===== src/rtl/innings_controller.sv =====
// Two-innings cricket scoreboard: counts runs/wickets/overs/balls per innings,
// tracks the innings-1 target and decides winner or tie once the chase ends.
`timescale 1ns/1ps
module innings_controller #(
  parameter int MAX_OVERS = 20
) (
  input  logic       clk_fpga,
  input  logic       reset,
  input  logic       ball_valid,
  input  logic [2:0] runs_in,
  input  logic       wicket_in,
  input  logic       extra_in,
  input  logic       next_inning,
  input  logic       new_game,
  output logic [7:0] binaryruns,
  output logic [3:0] binarywickets,
  output logic [4:0] overs,
  output logic [2:0] balls,
  output logic       inningOver,
  output logic       gameOver,
  output logic       winner,
  output logic       tie
);

  localparam logic [4:0] MAX_OV = 5'(MAX_OVERS);

  typedef enum logic [1:0] {INN1, BREAK, INN2, DONE} state_t;

  state_t     state_q;
  logic [7:0] runs_q, target_q;
  logic [3:0] wkts_q;
  logic [4:0] overs_q;
  logic [2:0] balls_q;
  logic       inn_over_q, game_over_q, winner_q, tie_q;

  // Counter values that would result from the delivery on the inputs now.
  logic [2:0] runs_clamp;
  logic [3:0] runs_add;
  logic [8:0] runs_sum;
  logic [7:0] runs_d;
  logic [3:0] wkts_d;
  logic [4:0] overs_d;
  logic [2:0] balls_d;
  logic       limit_d, chase_d;

  always_comb begin
    runs_clamp = (runs_in > 3'd6) ? 3'd6 : runs_in;
    runs_add   = {1'b0, runs_clamp} + {3'b000, extra_in};
    runs_sum   = {1'b0, runs_q} + {5'b00000, runs_add};
    runs_d     = runs_sum[8] ? 8'hFF : runs_sum[7:0];
    wkts_d     = wkts_q + {3'b000, wicket_in};
    overs_d    = overs_q;
    balls_d    = balls_q;
    if (!extra_in) begin
      if (balls_q == 3'd5) begin
        balls_d = 3'd0;
        overs_d = overs_q + 5'd1;
      end else begin
        balls_d = balls_q + 3'd1;
      end
    end
    limit_d = (wkts_d == 4'd10) || (overs_d == MAX_OV);
    chase_d = runs_d > target_q;
  end

  always_ff @(posedge clk_fpga or posedge reset) begin
    if (reset) begin
      state_q     <= INN1;
      runs_q      <= '0;
      target_q    <= '0;
      wkts_q      <= '0;
      overs_q     <= '0;
      balls_q     <= '0;
      inn_over_q  <= 1'b0;
      game_over_q <= 1'b0;
      winner_q    <= 1'b0;
      tie_q       <= 1'b0;
    end else begin
      case (state_q)
        INN1: begin
          if (ball_valid) begin
            runs_q  <= runs_d;
            wkts_q  <= wkts_d;
            overs_q <= overs_d;
            balls_q <= balls_d;
            if (limit_d) begin
              state_q    <= BREAK;
              inn_over_q <= 1'b1;
            end
          end
        end
        BREAK: begin
          if (next_inning) begin
            state_q    <= INN2;
            target_q   <= runs_q;
            runs_q     <= '0;
            wkts_q     <= '0;
            overs_q    <= '0;
            balls_q    <= '0;
            inn_over_q <= 1'b0;
          end
        end
        INN2: begin
          if (ball_valid) begin
            runs_q  <= runs_d;
            wkts_q  <= wkts_d;
            overs_q <= overs_d;
            balls_q <= balls_d;
            // A successful chase wins even if the same ball also ends the innings.
            if (chase_d) begin
              state_q     <= DONE;
              game_over_q <= 1'b1;
              winner_q    <= 1'b1;
              tie_q       <= 1'b0;
            end else if (limit_d) begin
              state_q     <= DONE;
              game_over_q <= 1'b1;
              winner_q    <= 1'b0;
              tie_q       <= (runs_d == target_q);
            end
          end
        end
        DONE: begin
          if (new_game) begin
            state_q     <= INN1;
            runs_q      <= '0;
            target_q    <= '0;
            wkts_q      <= '0;
            overs_q     <= '0;
            balls_q     <= '0;
            inn_over_q  <= 1'b0;
            game_over_q <= 1'b0;
            winner_q    <= 1'b0;
            tie_q       <= 1'b0;
          end
        end
        default: state_q <= INN1;
      endcase
    end
  end

  assign binaryruns    = runs_q;
  assign binarywickets = wkts_q;
  assign overs         = overs_q;
  assign balls         = balls_q;
  assign inningOver    = inn_over_q;
  assign gameOver      = game_over_q;
  assign winner        = winner_q;
  assign tie           = tie_q;

endmodule


===== config.mk =====
export PLATFORM = sky130hd
export DESIGN_NAME = innings_controller
export DESIGN_NICKNAME = d
export VERILOG_FILES = /design/src/rtl/innings_controller.sv
export SDC_FILE = /design/constraint.sdc
export NUM_CORES = 1
export LEC_CHECK = 0
export ABC_AREA = 0
export CAP_MARGIN = 20
export CORE_UTILIZATION = 55
export CTS_CLUSTER_SIZE = 12
export DETAILED_ROUTE_END_ITERATION = 6
export PLACE_DENSITY_LB_ADDON = 0.1
export SLEW_MARGIN = 20
export SYNTH_ARGS = -nofsm -noshare
export SYNTH_HDL_FRONTEND = slang
export SYNTH_SLANG_ARGS = --single-unit

===== constraint.sdc =====
create_clock -name clk_fpga -period 7.3 [get_ports clk_fpga]
set_clock_uncertainty 0.2 [all_clocks]
set_input_delay 0.73 -clock clk_fpga [delete_from_list [all_inputs] [get_ports clk_fpga]]
set_output_delay 0.73 -clock clk_fpga [all_outputs]
set_load 0.01 [all_outputs]

# == Word-level counts from Yosys, hierarchy flattened ==
# Index checks and enable logic that the tools add are counted.
# totals
ff_bits,34
wordCells,92
output_inout_bits,24
inputBits,10
# classes
eq_ne,15
n_lt_le_gt_ge,2
reduce_logical,12
addsub,5
muxes,48
# op_table
op,count
2-to-1 mux 8 bit,5
2-to-1 mux 5 bit,5
case mux 8 bit (3 select lines),1
2-to-1 mux 3 bit,6
case mux 8 bit (2 select lines),1
case mux 5 bit (3 select lines),1
2-to-1 mux 2 bit,7
2-to-1 mux 1 bit,12
2-to-1 mux 4 bit,3
!= test 2 bit (second input constant),6
case mux 4 bit (3 select lines),1
adder 8 x 4 -> 9 bit,1
case mux 3 bit (3 select lines),1
equality test 8 bit,1
greater-than comparator 8 bit,1
case mux 2 bit (4 select lines),1
AND reduction 4 bit,2
case mux 1 bit (2 select lines),3
AND reduction 3 bit,2
AND reduction 6 bit,1
adder 5 x 1 -> 5 bit (second input constant),1
equality test 5 bit (second input constant),1
AND reduction 5 bit,1
adder 3 x 1 -> 4 bit,1
other kinds (15),17

# == Logic depth before layout (Yosys ltp) ==
# Gate-level depths: netlist of run 1.
# logic_depth
ltp_word,10
depth_mapped,17
mapped_depth_nobuf,17

# == Worst setup path before layout of run 1 ==
# Ideal clock, no wire load.
# synth_path
path_type,input -> register
start,input extra_in
end,"register tie_q, in the netlist tie"
setup_ps,125
n_path_buf,0
slack_ps,3439
required_ps,6975
t_arrival_ps,3536
cell_stages,14
cell_sequence,inv_1 -> fa_1 -> nor2b_1 -> o21ai_0 -> and2_1 -> nor3b_1 -> mux2_2 -> ha_1 -> nand4_1 -> nor2_1 -> a32oi_1 -> and2_1 -> o31ai_4 -> mux2_4
# synth_via
elab_chain_len,8
word_cells_on_any_way,14
classes_between,2 x add/sub; 1 x order compare; 3 x eq/ne; 6 x mux; 2 x reduce/logical
# synth_rtl
element,line_no,text
from (decl),12,"input logic extra_in,"
"parallel branches: the longest is 8 deep, another holds adder 8 x 4 -> 9 bit",n/a,
to (signal assigned),119,tie_q <= (runs_d == target_q);
to (decl),34,"logic inn_over_q, game_over_q, winner_q, tie_q;"
# Parallel ways; which one is timed is not known. The select of a mux whose other input is x is not followed.
# A chain may end at the register's enable or synchronous reset.

# == Worst setup path in the final report of run 1 ==
# layout_path
start,input runs_in[1]
end,"register tie_q, in the netlist tie"
# layout_via
elab_chain_len,10
word_cells_on_any_way,13
classes_between,2 x add/sub; 2 x order compare; 2 x eq/ne; 6 x mux; 1 x reduce/logical
# layout_rtl
element,line_no,text
from (decl),10,"input logic [2:0] runs_in,"
greater-than comparator 3 bit,47,runs_clamp = (runs_in > 3'd6) ? 3'd6 : runs_in;
2-to-1 mux 3 bit *,47,
adder 3 x 1 -> 4 bit *,48,"runs_add = {1'b0, runs_clamp} + {3'b000, extra_in};"
adder 8 x 4 -> 9 bit *,49,"runs_sum = {1'b0, runs_q} + {5'b00000, runs_add};"
2-to-1 mux 8 bit *,50,runs_d = runs_sum[8] ? 8'hFF : runs_sum[7:0];
"parallel branches: the longest is 5 deep, another holds greater-than comparator 8 bit",n/a,
# Mark *: on every way between the ends. The select of a mux whose other input is x is not followed.

==> impl_metrics.env, run 1 <==
export IMPL_seq_power_share=0.281
export IMPL_vias=1902
export IMPL_ant_nets=0
export IMPL_slowest_stage="clkdlybuf4s50_1"
export IMPL_power_uw=1000
export IMPL_max_stage_delay_ps=550
export IMPL_combPwrFrac=0.572
export IMPL_regToRegStartpoint="binaryruns[0]$_DFFE_PP0P_"
export IMPL_power_leakage_uw=0.00126
export IMPL_peakVddDrop_uv=256
export IMPL_setup_viol=0
export IMPL_async_reset_ff_frac=1.00
export IMPL_wl_um=4980
export IMPL_numCtsBuffers=5
export IMPL_drc=0
export IMPL_crit_chain="clkdlybuf4s50_1, nand2_1, nand2_1, fa_1, inv_1, fa_1, a21oi_1, nor2_1, nand3_1, nand2b_1, ha_1, nor2b_1, o211ai_1, nand4_1, and2_1, o31ai_4, mux2_4"
export IMPL_clock_fmax_mhz=218
export IMPL_via_per_inst=5.83
export IMPL_seq_area_frac_synth=0.378
export IMPL_slew_headroom=0.296
export IMPL_clkTransAtPathRegs_ps=70
export IMPL_switchingPower_uw=434
export IMPL_critPathKind="in2reg"
export IMPL_core_area_mm2=0.00380
export IMPL_clock_sinks=34
export IMPL_grt_max_degree=35
export IMPL_start_kind="input port"
export IMPL_syn_inst=246
export IMPL_htreeDepth=2
export IMPL_hold_depth=2
export IMPL_crit_path_max_fanout=6
export IMPL_status="finished, final reports clean"
export IMPL_top_usage_layer="met2"
export IMPL_place_gp_congestion=0.852
export IMPL_period_share=0.628
export IMPL_synth_top_cell_area_share=0.378
export IMPL_p_per_area_mw_per_mm2=372
export IMPL_rows=22
export IMPL_clock_latency_ps=290
export IMPL_synth_nets=275
export IMPL_synthTopCellsByArea="dfrtp_1 (38%), ha_1 (9.4%), nand2_1 (5.7%), o21ai_0 (4.2%), nand2b_1 (3.1%)"
export IMPL_use_met2=0.434
export IMPL_fin_crit_ps=4590
export IMPL_hold_path_class="reg2reg"
export IMPL_grt_ovfl_total=0
export IMPL_fp_dieArea_mm2=0.00435
export IMPL_ys_ff_latch=34
export IMPL_cp_end_kind="flop"
export IMPL_yosys_warnings=0
export IMPL_antenna_found_initial=0
export IMPL_arrival_ps=4560
export IMPL_rrSetupSlack_ps=3350
export IMPL_cts_hold_buffers=0
export IMPL_setup_tns_ps=0
export IMPL_fp_dieW_um=66.0
export IMPL_wl_per_cell_um=15.3
export IMPL_drt_iter0_drc=154
export IMPL_synthesis_area_mm2=0.00225
export IMPL_swShare=0.433
export IMPL_antennaDiodeCount=0
export IMPL_holdPathEnd="target_q[3]$_DFFE_PP0P_"
export IMPL_rr_worst_depth=15
export IMPL_dr_pass1_iters=5
export IMPL_ios=34
export IMPL_cap_violations=0
export IMPL_clkPwrFrac=0.147
export IMPL_synth_cell_types=49
export IMPL_postSynth_topFlopCell="dfrtp_1"
export IMPL_die_h_um=66.0
export IMPL_start_util=0.593
export IMPL_use_met3=0.0569
export IMPL_root_buffer="clkbuf_8"
export IMPL_area_growth_pct=19.8
export IMPL_hold_viol=0
export IMPL_grt_first_pass_wirelength_um=8460
export IMPL_synth_avg_cell_area_um2=9.15
export IMPL_hold_start="target_q[3]$_DFFE_PP0P_"
export IMPL_critical_path_required_ps=7270
export IMPL_synth_area_leader_cell="dfrtp_1"
export IMPL_fin_util=0.710
export IMPL_grt_pass1_vias=1840
export IMPL_post_cts_resized=0
export IMPL_setup_ws_ps=2710
export IMPL_cts_tree="done"
export IMPL_clock_path_buffers=2
export IMPL_dp_slack_ps=2480
export IMPL_use_met1=0.340
export IMPL_r2r_end="tie$_DFFE_PP0P_"
export IMPL_io_buffers=33
export IMPL_final_cell_mix="nand2_1 (34), dfrtp_1 (34), clkdlybuf4s50_1 (33)"
export IMPL_drive_above_1_share=0.0719
export IMPL_rsz0062_at_grt="false"
export IMPL_nets=306
export IMPL_track_usage=0.260
export IMPL_p_int_uw=568
export IMPL_hpwl_um=3590
export IMPL_synth_edf_count=0
export IMPL_slew_violations=0
export IMPL_post_cts_buffers=0
export IMPL_tightest_slew_ps=1050
## layout make-up
cell class / count / area, µm²
multi-input cells: 185 / 1290
fillers: 290 / 1100
flip-flops and latches: 34 / 851
repair buffers: 34 / 338
clock buffers: 7 / 86.3
inverters: 17 / 63.8
well taps: 48 / 60.1
clock inverters: 1 / 5.00
## metal layers
metal  wire [µm]  up-vias
met2        2340       54
li1            -      927
met4          37        0
met1        2360      914
met5           0        -
met3         246        7
## worst max-delay path, delay by kind of cell
kind	cells	cell delay, ps
adder cells (fa/ha/maj)	3	920
AO/OA/AOI/OAI	3	790
multiplexers	1	330
AND/OR/NAND/NOR	8	1170
buffers and inverters	2	610
## cells by family (layout without fill, tap and decap cells)
kind of cell | after synthesis | in the layout | share of synthesized area
and+or+nand+nor | 89 | 89 | 0.203
AOI/OAI and AO/OA | 65 | 65 | 0.201
DFF | 34 | 34 | 0.378
buffers and inverters | 27 | 59 | 0.0489
adders and majority gates | 19 | 19 | 0.112
muxes | 8 | 8 | 0.0411
xor gates and xnor gates | 4 | 4 | 0.0156
## metrics by stage
stage	instances	hold WS (ps)	cell area, µm²
floorplan	246	250	2250
global placement	318	261	2600
detailed placement	318	274	2600
CTS	326	289	2690
global route	326	329	2700
finish	326	290	2700
## worst max-delay path by stage
stage	depth (start not counted)	endpoint	startpoint	slack, ps
after floorplan	14	tie$_DFFE_PP0P_	extra_in	3440
after global placement	17	winner$_DFFE_PP0P_	runs_in[1]	2550
after detailed placement	17	tie$_DFFE_PP0P_	runs_in[1]	2480
after CTS	17	tie$_DFFE_PP0P_	runs_in[1]	2740
after global routing	17	tie$_DFFE_PP0P_	runs_in[1]	2540
final	17	tie$_DFFE_PP0P_	runs_in[1]	2710
## registers in the layout (all words and copies together), names as in the netlist
name and flops:
target_q 8, binaryruns 8, tie 1, state_q 2
winner 1, binarywickets 4, overs 5, gameOver 1
balls 3, inningOver 1
## synthesized netlist by cell type, drive strengths merged (5+ instances only)
master  instances
nand3           7
nand2          34
a21oi          12
dfrtp          34
o21ai          21
inv            17
nor2           11
nand4           5
ha             17
nand2b         11
clkbuf          7
nor2b           5
a22o            6
## power by group through the flow
stage / registers [µW] / logic (µW) / clock network (µW)
global route: 288 / 643 / 158
CTS: 282 / 572 / 148
floorplan: 289 / 393 / 0
finish: 282 / 574 / 147
detailed placement: 285 / 564 / 0
global placement: 285 / 550 / 0
Note: power is estimated with default switching activity, not from simulation.
==> run 2: changes to the inputs <==
--- a/config.mk
+++ b/config.mk
@@ -7,7 +7,7 @@
 export LEC_CHECK = 0
 export ABC_AREA = 0
 export CAP_MARGIN = 20
-export CORE_UTILIZATION = 55
+export CORE_UTILIZATION = 54
 export CTS_CLUSTER_SIZE = 12
 export DETAILED_ROUTE_END_ITERATION = 6
 export PLACE_DENSITY_LB_ADDON = 0.1
==> constraint.sdc (replaced) <==
create_clock -name clk_fpga -period 4.6 [get_ports clk_fpga]
set_clock_uncertainty 0.2 [all_clocks]
set_input_delay 0.46 -clock clk_fpga [delete_from_list [all_inputs] [get_ports clk_fpga]]
set_output_delay 0.46 -clock clk_fpga [all_outputs]
set_load 0.01 [all_outputs]
==> impl_metrics.env, run 2 (same netlist as run 1, synthesis figures left out) <==
export IMPL_status="finished, final reports clean"
export IMPL_clkTransAtPathRegs_ps=70
export IMPL_power_uw=1580
export IMPL_final_cell_mix="nand2_1 (34), dfrtp_1 (34), clkdlybuf4s50_1 (33)"
export IMPL_tightest_slew_ps=711
export IMPL_grt_ovfl_total=0
export IMPL_fp_dieArea_mm2=0.00443
export IMPL_power_leakage_uw=0.00126
export IMPL_fin_crit_ps=4210
export IMPL_peakVddDrop_uv=432
export IMPL_p_per_area_mw_per_mm2=584
export IMPL_slowest_stage="clkdlybuf4s50_1"
export IMPL_critPathKind="in2reg"
export IMPL_post_cts_resized=0
export IMPL_antennaDiodeCount=0
export IMPL_crit_chain="clkdlybuf4s50_1, nand2_1, nand2_1, fa_1, inv_1, fa_1, a21oi_1, nor2_1, nand3_1, nand2_1, ha_1, a211o_1, o211ai_1, nand4_1, and2_1, o31ai_4, mux2_4"
export IMPL_hold_path_class="reg2reg"
export IMPL_crit_path_max_fanout=6
export IMPL_ios=34
export IMPL_design_area_mm2=0.00270
export IMPL_cts_tree="done"
export IMPL_grt_max_degree=35
export IMPL_die_h_um=66.6
export IMPL_dr_pass1_iters=5
export IMPL_seq_power_share=0.284
export IMPL_ant_nets=0
export IMPL_setup_viol=0
export IMPL_drive_above_1_share=0.0717
export IMPL_numCtsBuffers=5
export IMPL_clkPwrFrac=0.131
export IMPL_swShare=0.431
export IMPL_start_util=0.563
export IMPL_clock_latency_ps=280
export IMPL_wl_um=4960
export IMPL_multiInputGateArea_mm2=0.00129
export IMPL_clock_path_buffers=2
export IMPL_rows=23
export IMPL_setup_tns_ps=0
export IMPL_nets=308
export IMPL_grt_first_pass_wirelength_um=8270
export IMPL_dpl_cell_count=322
export IMPL_start_kind="input port"
export IMPL_cp_top_family="simple AND/OR/NAND/NOR gates"
export IMPL_switchingPower_uw=680
export IMPL_clock_fmax_mhz=238
export IMPL_rsz0062_at_grt="false"
export IMPL_area_growth_pct=20.0
export IMPL_cp_end_kind="flop"
export IMPL_wl_per_cell_um=15.1
export IMPL_fp_dieW_um=66.6
export IMPL_track_usage=0.251
export IMPL_critical_path_required_ps=4570
export IMPL_vias=1881
export IMPL_root_buffer="clkbuf_8"
export IMPL_clock_sinks=34
export IMPL_via_per_inst=5.72
export IMPL_max_stage_delay_ps=530
export IMPL_arrival_ps=4180
export IMPL_htreeDepth=2
export IMPL_drc=0
export IMPL_period_share=0.914
export IMPL_p_int_uw=898
export IMPL_cpMostUsedCell="nand2_1"
export IMPL_grt_pass1_vias=1811
export IMPL_cap_violations=0
export IMPL_drt_iter0_drc=99
export IMPL_antenna_found_initial=0
export IMPL_core_area_mm2=0.00400
export IMPL_hpwl_um=3660
export IMPL_slew_violations=0
export IMPL_hold_viol=0
export IMPL_slew_headroom=0.526
export IMPL_placed_cell_area_mm2=0.00262
export IMPL_regArea_um2=851
export IMPL_crit_buf_inv=2
export IMPL_io_buffers=33
export IMPL_combPwrFrac=0.584
export IMPL_place_gp_congestion=0.838
export IMPL_cts_hold_buffers=0
export IMPL_nFillCells=343
export IMPL_post_cts_buffers=0
export IMPL_fin_cells=329
==> run 2: metal layers <==
layer | routed length (µm) | global-route usage
met1 | 2320 | 0.323
met5 | 0 | 0
met2 | 2390 | 0.420
met4 | 51 | 0.0745
met3 | 202 | 0.0514
==> run 2: power by group through the flow <==
| stage | Combinational, µW | Clock, µW | Sequential (µW) |
|---|---|---|---|
| 2_1_floorplan | 624 | 0 | 458 |
| 3_3_place_gp | 892 | 0 | 451 |
| 3_5_place_dp | 916 | 0 | 453 |
| 4_1_cts | 917 | 214 | 448 |
| 5_1_grt | 1030 | 226 | 459 |
| 6_report | 922 | 207 | 448 |
==> run 2: area by class of cell <==
type,instances,area share
multi-input combinational,185,0.479
clock buffer,7,0.0283
tap,50,0.0232
timing repair buffer,36,0.131
inverter,17,0.0236
sequential,34,0.315
==> run 2: worst reg2reg max path, delay by kind of cell (launching register included) <==
| family | cells | cell delay (ps) |
|---|---|---|
| and+or+nand+nor | 5 | 840 |
| buffers and inverters | 2 | 190 |
| AOI/OAI and AO/OA | 4 | 890 |
| adders and majority gates | 3 | 940 |
| muxes | 1 | 330 |
| DFF | 1 | 370 |
==> run 2: final timing paths <==
| check | from | end | slack [ps] | depth (start not counted) |
|---|---|---|---|---|
| max | runs_in[1] | tie$_DFFE_PP0P_ | 390 | 17 |
| min | target_q[3]$_DFFE_PP0P_ | target_q[3]$_DFFE_PP0P_ | 290 | 2 |
| max reg2reg | binaryruns[0]$_DFFE_PP0P_ | tie$_DFFE_PP0P_ | 740 | 15 |
| min reg2reg | target_q[3]$_DFFE_PP0P_ | target_q[3]$_DFFE_PP0P_ | 290 | 2 |
| max in group asynchronous | reset | binaryruns[0]$_DFFE_PP0P_ | 3500 | 3 |
| min in group asynchronous | reset | binarywickets[3]$_DFFE_PP0P_ | 370 | 3 |
==> run 2: stage by stage <==
stage                util  hold slack [ps]  worst slack, ps
floorplan               -              250             1010
global placement    0.655              262              145
detailed placement  0.655              271             95.6
CTS                 0.674              286              400
global route        0.675              328             88.6
finish              0.675              287              394
==> run 3: changes to the inputs <==
--- a/config.mk
+++ b/config.mk
@@ -15,3 +15,4 @@
 export SYNTH_ARGS = -nofsm -noshare
 export SYNTH_HDL_FRONTEND = slang
 export SYNTH_SLANG_ARGS = --single-unit
+export TNS_END_PERCENT = 30
==> results of run 3 <==
The final DEF is identical to that of run 2; final timing and power are the same.
